[config.mk]
export PLATFORM = sky130hd
export DESIGN_NAME = csa_accumulator
export DESIGN_NICKNAME = d
export VERILOG_FILES = /design/src/rtl/csa_acc_pkg.sv /design/src/rtl/csa_stage.sv /design/src/rtl/csa_accumulator.sv
export SDC_FILE = /design/constraint.sdc
export NUM_CORES = 1
export LEC_CHECK = 0
export BUFFER_PORTS_ARGS = -buffer_cell sky130_fd_sc_hd__buf_2
export CELL_PAD_IN_SITES_DETAIL_PLACEMENT = 2
export CELL_PAD_IN_SITES_GLOBAL_PLACEMENT = 2
export CORE_AREA = 2 2 140 142
export DETAILED_ROUTE_END_ITERATION = 16
export DIE_AREA = 0 0 142 144
export HOLD_SLACK_MARGIN = 0.02
export PLACE_DENSITY_LB_ADDON = 0.1
export SETUP_SLACK_MARGIN = 0.2
export SLEW_MARGIN = 30
export SYNTH_ARGS = -nofsm -noshare
export SYNTH_HDL_FRONTEND = slang
export SYNTH_HIERARCHICAL = 1
export SYNTH_SLANG_ARGS = --single-unit
[constraint.sdc]
create_clock -name clk -period 10.5 [get_ports clk]
set_clock_uncertainty 0.2 [all_clocks]
set_input_delay 2.1 -clock clk [delete_from_list [all_inputs] [get_ports clk]]
set_output_delay 2.1 -clock clk [all_outputs]
set_load 0.005 [all_outputs]
[src/rtl/csa_acc_pkg.sv]
// Shared types and helpers for the carry-save streaming accumulator.
// Holds the controller state encoding, default sizing and the 3:2 compressor cell.
package csa_acc_pkg;

  localparam int WIDTH_DEF     = 32;
  localparam int ACC_WIDTH_DEF = WIDTH_DEF + 8;
  localparam int CHUNK_DEF     = 8;
  localparam int NCHUNK_DEF    = ACC_WIDTH_DEF / CHUNK_DEF;

  typedef enum logic [1:0] {
    ACCUM   = 2'd0,
    RESOLVE = 2'd1,
    OUTPUT  = 2'd2
  } state_t;

  // Chunk-index width; never collapses to zero bits for a single-chunk build.
  function automatic int idx_width(input int n);
    if (n > 1) begin
      return $clog2(n);
    end else begin
      return 1;
    end
  endfunction

  localparam int CHUNK_IDX_W = idx_width(NCHUNK_DEF);

  // One full-adder cell: returns {sum, carry} of three equally weighted bits.
  function automatic logic [1:0] csa3(input logic x, input logic y, input logic z);
    return {x ^ y ^ z, (x & y) | (x & z) | (y & z)};
  endfunction

endpackage

[src/rtl/csa_stage.sv]
// Combinational W-bit three-input carry-save compressor.
// The carry vector is already shifted to its true weight and truncated to W bits.
module csa_stage
  import csa_acc_pkg::*;
#(
  parameter int W = ACC_WIDTH_DEF
) (
  input  logic [W-1:0] x,
  input  logic [W-1:0] y,
  input  logic [W-1:0] z,
  output logic [W-1:0] sum,
  output logic [W-1:0] carry
);

  logic [1:0] cell_s;

  // Per-bit compression; the majority of bit i lands at bit i+1, the top majority wraps away.
  always_comb begin
    sum    = '0;
    carry  = '0;
    cell_s = 2'b00;
    for (int i = 1; i < W; i++) begin
      cell_s   = csa3(x[i-1], y[i-1], z[i-1]);
      carry[i] = cell_s[0];
    end
    for (int i = 0; i < W; i++) begin
      cell_s = csa3(x[i], y[i], z[i]);
      sum[i] = cell_s[1];
    end
  end

endmodule

[src/rtl/csa_accumulator.sv]
// Streaming packet accumulator: operands fold into a carry-save pair each cycle,
// then a CHUNK-bit-per-cycle ripple resolver produces the binary total.
module csa_accumulator
  import csa_acc_pkg::*;
#(
  parameter int WIDTH     = WIDTH_DEF,
  parameter int ACC_WIDTH = WIDTH + 8,
  parameter int CHUNK     = CHUNK_DEF
) (
  input  logic                 clk,
  input  logic                 rst_n,
  input  logic                 in_valid,
  output logic                 in_ready,
  input  logic [WIDTH-1:0]     in_data,
  input  logic                 in_last,
  output logic                 out_valid,
  input  logic                 out_ready,
  output logic [ACC_WIDTH-1:0] out_data
);

  localparam int NCHUNK = ACC_WIDTH / CHUNK;
  localparam int KW     = idx_width(NCHUNK);
  localparam logic [KW-1:0] K_LAST = KW'(NCHUNK - 1);

  state_t               state_r;
  logic [ACC_WIDTH-1:0] s_r;
  logic [ACC_WIDTH-1:0] c_r;
  logic [ACC_WIDTH-1:0] r_r;
  logic [KW-1:0]        k_r;
  logic                 cy_r;

  logic [ACC_WIDTH-1:0] d_s;
  logic [ACC_WIDTH-1:0] s_nxt_s;
  logic [ACC_WIDTH-1:0] c_nxt_s;
  logic [CHUNK-1:0]     s_chunk_s;
  logic [CHUNK-1:0]     c_chunk_s;
  logic [CHUNK:0]       chunk_sum_s;

  assign d_s = ACC_WIDTH'(in_data);

  csa_stage #(
    .W(ACC_WIDTH)
  ) u_csa_stage (
    .x     (s_r),
    .y     (c_r),
    .z     (d_s),
    .sum   (s_nxt_s),
    .carry (c_nxt_s)
  );

  // Resolver slice: one CHUNK-wide add of the selected sum/carry chunks plus the running carry.
  always_comb begin
    s_chunk_s   = s_r[k_r*CHUNK +: CHUNK];
    c_chunk_s   = c_r[k_r*CHUNK +: CHUNK];
    chunk_sum_s = {1'b0, s_chunk_s} + {1'b0, c_chunk_s} + {{CHUNK{1'b0}}, cy_r};
  end

  // Controller and datapath registers; the final resolver carry-out is dropped so the sum wraps.
  always_ff @(posedge clk or negedge rst_n) begin
    if (!rst_n) begin
      state_r <= ACCUM;
      s_r     <= '0;
      c_r     <= '0;
      r_r     <= '0;
      k_r     <= '0;
      cy_r    <= 1'b0;
    end else begin
      case (state_r)
        ACCUM: begin
          if (in_valid) begin
            s_r <= s_nxt_s;
            c_r <= c_nxt_s;
            if (in_last) begin
              state_r <= RESOLVE;
              k_r     <= '0;
              cy_r    <= 1'b0;
            end
          end
        end
        RESOLVE: begin
          r_r[k_r*CHUNK +: CHUNK] <= chunk_sum_s[CHUNK-1:0];
          cy_r                    <= chunk_sum_s[CHUNK];
          if (k_r == K_LAST) begin
            state_r <= OUTPUT;
          end else begin
            k_r <= k_r + KW'(1);
          end
        end
        OUTPUT: begin
          if (out_ready) begin
            s_r     <= '0;
            c_r     <= '0;
            state_r <= ACCUM;
          end
        end
        default: begin
          state_r <= ACCUM;
        end
      endcase
    end
  end

  assign in_ready  = (state_r == ACCUM);
  assign out_valid = (state_r == OUTPUT);
  assign out_data  = r_r;

endmodule

* After elaboration in Yosys (flattened, before gate mapping)
Cells that the tools add are included.
Cells by class: add/subtract/negate cells 4, equality and inequality tests 8, shifts and indexed selects 4, multiplexer cells 18, bitwise gates (word level) 239, reductions and logical operators 7
Operators by type and width (number):
- 40-bit case mux with 2 select lines | 2
- 40-bit two-way mux | 3
- 1-bit AND | 103
- 40-bit by 7-bit indexed part select with 8-bit output | 2
- 1-bit bitwise XOR | 72
- 1-bit OR | 64
- 40-bit bitwise mux | 1
- 8-bit by 34-bit variable shift with 40-bit output (first input constant) | 1
- 8-bit by 34-bit indexed part select with 40-bit output | 1
- 6-bit negator with 34-bit output | 1
- 8-bit by 8-bit adder with 9-bit output | 1
- 9-bit by 1-bit adder with 9-bit output | 1
- 3-bit two-way mux | 3
- 2-bit two-way mux | 4
- 4-bit AND reduction | 2
- 2-bit inequality test (second input constant) | 3
- 2-bit case mux with 3 select lines | 1
- 3-bit case mux with 2 select lines | 1
- 3-bit AND reduction | 2
- 2-bit by 1-bit inequality test with 1-bit output (second input constant) | 2
- 2-bit nonzero test | 2
- 3-bit by 1-bit adder with 3-bit output (second input constant) | 1
- 3-bit == test (second input constant) | 1
- 2-bit by 1-bit == test with 1-bit output (second input constant) | 1
- other kinds (4) | 5
Storage, ports and cells: register bits after elaboration 126, input port bits 37, output and inout bits 42, logic and storage cells 286

* Logic depth before layout (Yosys ltp)
depth in word-level cells 5, depth in mapped cells 13, mapped depth without buffers 11

* Hierarchy
Netlist, hierarchy kept.
Modules (own cells, without submodules):
- csa_accumulator | times used 1, cells an instance 501, area an instance 5728.0 um^2, seq. area each 3153.0 um^2
- csa_stage | times used 1, cells an instance 42, area an instance 815.8 um^2, seq. area each 0.0 um^2

* Least setup slack after synthesis
OpenSTA, ideal clock, no wires.
path kind register to register, from reg k_r[0], to reg r_r[38], in the netlist out_data[38], library setup time 0.125 ns, data arrival time 3.088 ns, required time 10.175 ns, setup slack 7.088 ns, cell stages (with the launch flop) 14, buffers on the path 3, clock period less this slack 3.412 ns, cells stage by stage dfrtp_1 -> buf_6 -> buf_2 -> clkbuf_1 -> nor2_1 -> a21oi_1 -> o22ai_1 -> fa_1 -> fa_1 -> a211oi_1 -> o21ai_0 -> o211ai_1 -> nor2_1 -> mux2_2
Between the ends: word-level cells in the longest chain between the ends 5, elaborated cells between the ends (all ways) 8, those cells by class 3 x add/sub; 4 x shift; 1 x mux
Ends and longest elaborated chain:
- start: declaration | RTL line csa_accumulator.sv:29 | logic [KW-1:0] k_r;
- start signal: assignment | RTL line csa_accumulator.sv:86 | k_r <= k_r + KW'(1);
- 40-bit by 7-bit indexed part select with 8-bit output, on equally long branches | RTL line csa_accumulator.sv:53, csa_accumulator.sv:54
- 8-bit by 8-bit adder with 9-bit output | RTL line csa_accumulator.sv:55 | chunk_sum_s = {1'b0, s_chunk_s} + {1'b0, c_chunk_s} + {{CHUNK{1'b0}}, cy_r};
- 9-bit by 1-bit adder with 9-bit output | RTL line csa_accumulator.sv:55
- 8-bit by 34-bit indexed part select with 40-bit output | RTL line csa_accumulator.sv:81 | r_r[k_r*CHUNK +: CHUNK] <= chunk_sum_s[CHUNK-1:0];
- 40-bit bitwise mux (*) | RTL line csa_accumulator.sv:81
- end signal: indexed assignment | RTL line csa_accumulator.sv:81
- end: declaration | RTL line csa_accumulator.sv:28 | logic [ACC_WIDTH-1:0] r_r;
Every way passes the cells marked *; elsewhere a longest branch is shown, timed or not. A chain may end at the register's enable or synchronous reset.

* Final worst setup path
from reg k_r[2], to reg r_r[21], in the netlist out_data[21]
Same word-level chain as after synthesis.

==> impl_metrics.ini <==
[clock_tree]
cts_tree = done
cts.repair.resized = 0
clockRootBuffer = clkbuf_16
clkTransAtPathRegs_ns = 0.05
cts_buffers = 17
post-cts-setup-buffers = 0
hold_buffers = 0
worstSkewPairLatency_ns = 0.42
clock_path_buffers = 2
htree_num_levels = 4
cts.sinks = 126

[worst_setup_path]
reg2reg_to = out_data[21]$_DFFE_PN0P_
critPathLaunchType = flip-flop
path_max_fanout = 23
cp-end-kind = flip-flop
arrival_ns = 3.96
critical_path_class = flip-flop to flip-flop
regToRegSetupSlack_ns = 6.61
required_ns = 10.57
r2r_cells = 10
timing.rr.start = k_r[2]$_DFFE_PN0P_

[die]
fp.dieW_um = 142
rows = 51
dieArea_um2 = 20400
ios = 79
core_area_um2 = 19100
initial_core_util = 0.343
die_y_um = 144

[grt]
grt_pass1_vias = 5143
grt_max_degree = 81
antenna_found_initial = 0
grt_first_pass_wirelength_um = 30200
grt-ovfl-total = 0
track_usage = 0.196

[timing]
max_freq_mhz = 257
final.setup.worst_slack_ns = 6.61
tightest_slew_ns = 0.932
fin_crit_ns = 3.89
hold_viol = 0
setup_viol = 0
rsz0062_at_grt = false
setup-tns-final_ns = 0
period_share = 0.371
drv_slew = 0
slew_headroom = 0.379
hold_ws_ns = 0.274

[cells_and_area]
drive_gt1_frac = 0.200
syn2layout_area_growth_pct = 17.7
fin_area_um2 = 7700
fillers = 1976
finalNetCount = 710
num_antenna_cells = 0

[place]
place_area_um2 = 7140
dp_slack_ns = 6.19
portBuffers = 78
dp_hpwl_um = 13000
routabilityCongestion = 0.761

[route]
avgViaCountPerCell = 5.38
drt_iter0_markers = 165
vias = 4661
post-route-drc-count = 0
drt-total-wl_um = 18600
post_drt_wl_per_cell_um = 21.4
ant_nets = 0
first_pass_iters = 4

[hold_path]
hold_start = out_data[5]$_DFFE_PN0P_
hp-class = flip-flop to flip-flop
whs_endpoint = out_data[5]$_DFFE_PN0P_
hold_depth = 2

[power_and_ir_drop]
clkPwrFrac = 0.216
powerDensity_nw_per_um2 = 348
power_frac_comb = 0.464
switching_share = 0.424
ir_worst_vdd_mv = 0.131
p_int_mw = 1.54
leakage_nw = 3.65
seqPwrFrac = 0.320
power.switching_mw = 1.14
finalPower_mw = 2.68

[outcome]
outcome = finished clean

[logic_synthesis]
ys_seq_elements = 126
ys_warn_count = 6
synth_area_um2 = 6540
ys_seq_area_frac = 0.482
avgSynthCellArea_um2 = 12.1
synth_cells = 543
synth_cell_types = 43

[flow_run]
drv_cap = 0
==> cell usage after synthesis <==
| cell type | n | area share |
|---|---|---|
| dfrtp_1 | 126 | 0.48 |
| a22o_1 | 84 | 0.11 |
| nand2_1 | 50 | 0.029 |
| fa_1 | 41 | 0.13 |
| o21ai_0 | 33 | 0.025 |
| mux2i_1 | 30 | 0.046 |
| nor2_1 | 28 | 0.016 |
| clkbuf_1 | 23 | 0.013 |
| a21oi_1 | 21 | 0.016 |
| o22ai_1 | 15 | 0.014 |
| ha_1 | 14 | 0.027 |
| o31ai_1 | 9 | 0.010 |
| inv_1 | 7 | 0.0040 |
| nand4_1 | 6 | 0.0057 |
| mux2_2 | 5 | 0.0086 |
| buf_2 | 4 | 0.0031 |
| buf_4 | 4 | 0.0046 |
| a32o_1 | 3 | 0.0046 |
| buf_6 | 3 | 0.0052 |
| nor2b_1 | 3 | 0.0029 |
| o211ai_1 | 3 | 0.0034 |
| xor2_1 | 3 | 0.0040 |
| a211oi_1 | 2 | 0.0023 |
| a21o_1 | 2 | 0.0023 |
| and2_1 | 2 | 0.0019 |
| conb_1 | 2 | 0.0011 |
| nand2b_1 | 2 | 0.0019 |
| nor3_1 | 2 | 0.0015 |
| xnor2_1 | 2 | 0.0027 |
| and3_1 | 1 | 0.00096 |
| buf_1 | 1 | 0.00057 |
| clkinv_1 | 1 | 0.00057 |
| mux4_2 | 1 | 0.0034 |
| nand3b_1 | 1 | 0.0011 |
| nand4_2 | 1 | 0.0019 |
| nand4_4 | 1 | 0.0033 |
| nor3_4 | 1 | 0.0025 |
| o21a_1 | 1 | 0.0011 |
| o21bai_1 | 1 | 0.0011 |
| or2_2 | 1 | 0.00096 |
| or3_1 | 1 | 0.00096 |
| or3_4 | 1 | 0.0017 |
| xor3_1 | 1 | 0.0036 |
==> metrics by stage <==
step                std cells   util
CTS                       867  0.404
global route              867  0.404
finish                    867  0.404
floorplan                 550      -
detailed placement        837  0.374
global placement          837  0.374
==> power groups by stage <==
stage	logic (mW)	registers (mW)	clock network, mW
2_1_floorplan	0.853	0.819	0
3_3_place_gp	1.21	0.854	0
3_5_place_dp	1.26	0.868	0
4_1_cts	1.28	0.862	0.592
5_1_grt	1.41	0.888	0.615
6_report	1.24	0.856	0.579
==> area by class of cell <==
class | instances | area [um^2] | area share
multi-input cells | 381 | 3220 | 0.418
flip-flops and latches | 126 | 3150 | 0.409
clock buffers | 23 | 478 | 0.0620
repair buffers | 84 | 438 | 0.0568
well taps | 238 | 298 | 0.0386
clock inverters | 7 | 87.6 | 0.0114
inverters | 8 | 30.0 | 0.00390
==> worst max path at each step <==
stage                             startpoint                  endpoint  cells past startpoint
final                     k_r[2]$_DFFE_PN0P_  out_data[21]$_DFFE_PN0P_                     10
after global routing      k_r[2]$_DFFE_PN0P_  out_data[29]$_DFFE_PN0P_                     10
after CTS                 k_r[2]$_DFFE_PN0P_  out_data[21]$_DFFE_PN0P_                     10
after detailed placement  k_r[2]$_DFFE_PN0P_  out_data[21]$_DFFE_PN0P_                     10
after global placement    k_r[2]$_DFFE_PN0P_   out_data[5]$_DFFE_PN0P_                     10
after floorplan           k_r[0]$_DFFE_PN0P_  out_data[38]$_DFFE_PN0P_                     13
==> routing by layer <==
layer  vias to the layer above  share of wire  GRT usage
li1                       2112              -          -
met1                      2455           0.45      0.257
met2                        75           0.51      0.333
met3                        19          0.028     0.0358
met4                         0          0.014     0.0589
met5                         -              0          0
==> state kept, by name (all words and copies together) (netlist names) <==
register and cells:
c_r 40, cy_r 1, k_r 3, out_data 40, s_r 40, state_r 2
==> critical path: stages, from the launching register on <==
cell and delay, ns:
dfrtp_1 0.36, buf_4 0.24, nor2_2 0.54, a21oi_1 0.27, o22ai_1 0.32, ha_1 0.31
a211oi_1 0.38, o21bai_1 0.13, a21oi_1 0.18, xor2_1 0.59, o21ai_0 0.21
==> cell families (layout without fill, tap and decap cells) <==
group           Yosys count  in the layout  share of synthesized area
mux                      36             36                     0.0579
buf+inv                  43            122                     0.0312
xor+xnor                  6              6                     0.0103
other cells               2              9                    0.00115
fa+ha+maj                55             55                      0.152
compound gates          174            174                      0.193
flops                   126            126                      0.482
simple gates            101            101                     0.0721
==> cells in the final DEF (no fill, tap or decap), types with 2 or more instances in the layout <==
master / n
a21oi_1: 21
xor2_1: 3
mux2i_1: 30
inv_1: 7
bufinv_16: 2
clkbuf_8: 3
o22ai_1: 15
a211oi_1: 2
dfrtp_1: 125
o21ai_0: 33
xnor2_1: 2
conb_1: 9
ha_1: 14
o31ai_1: 9
nand2_1: 49
fa_1: 41
a21o_1: 2
clkinv_2: 4
a22o_1: 84
nand2b_1: 2
clkbuf_1: 3
o211ai_1: 3
clkbuf_16: 17
nand4_1: 6
nor2b_1: 3
nor2_1: 27
nor3_1: 2
a32o_1: 3
buf_2: 77
mux2_2: 5
buf_4: 7
Note: power is estimated with default switching activity, not from simulation.
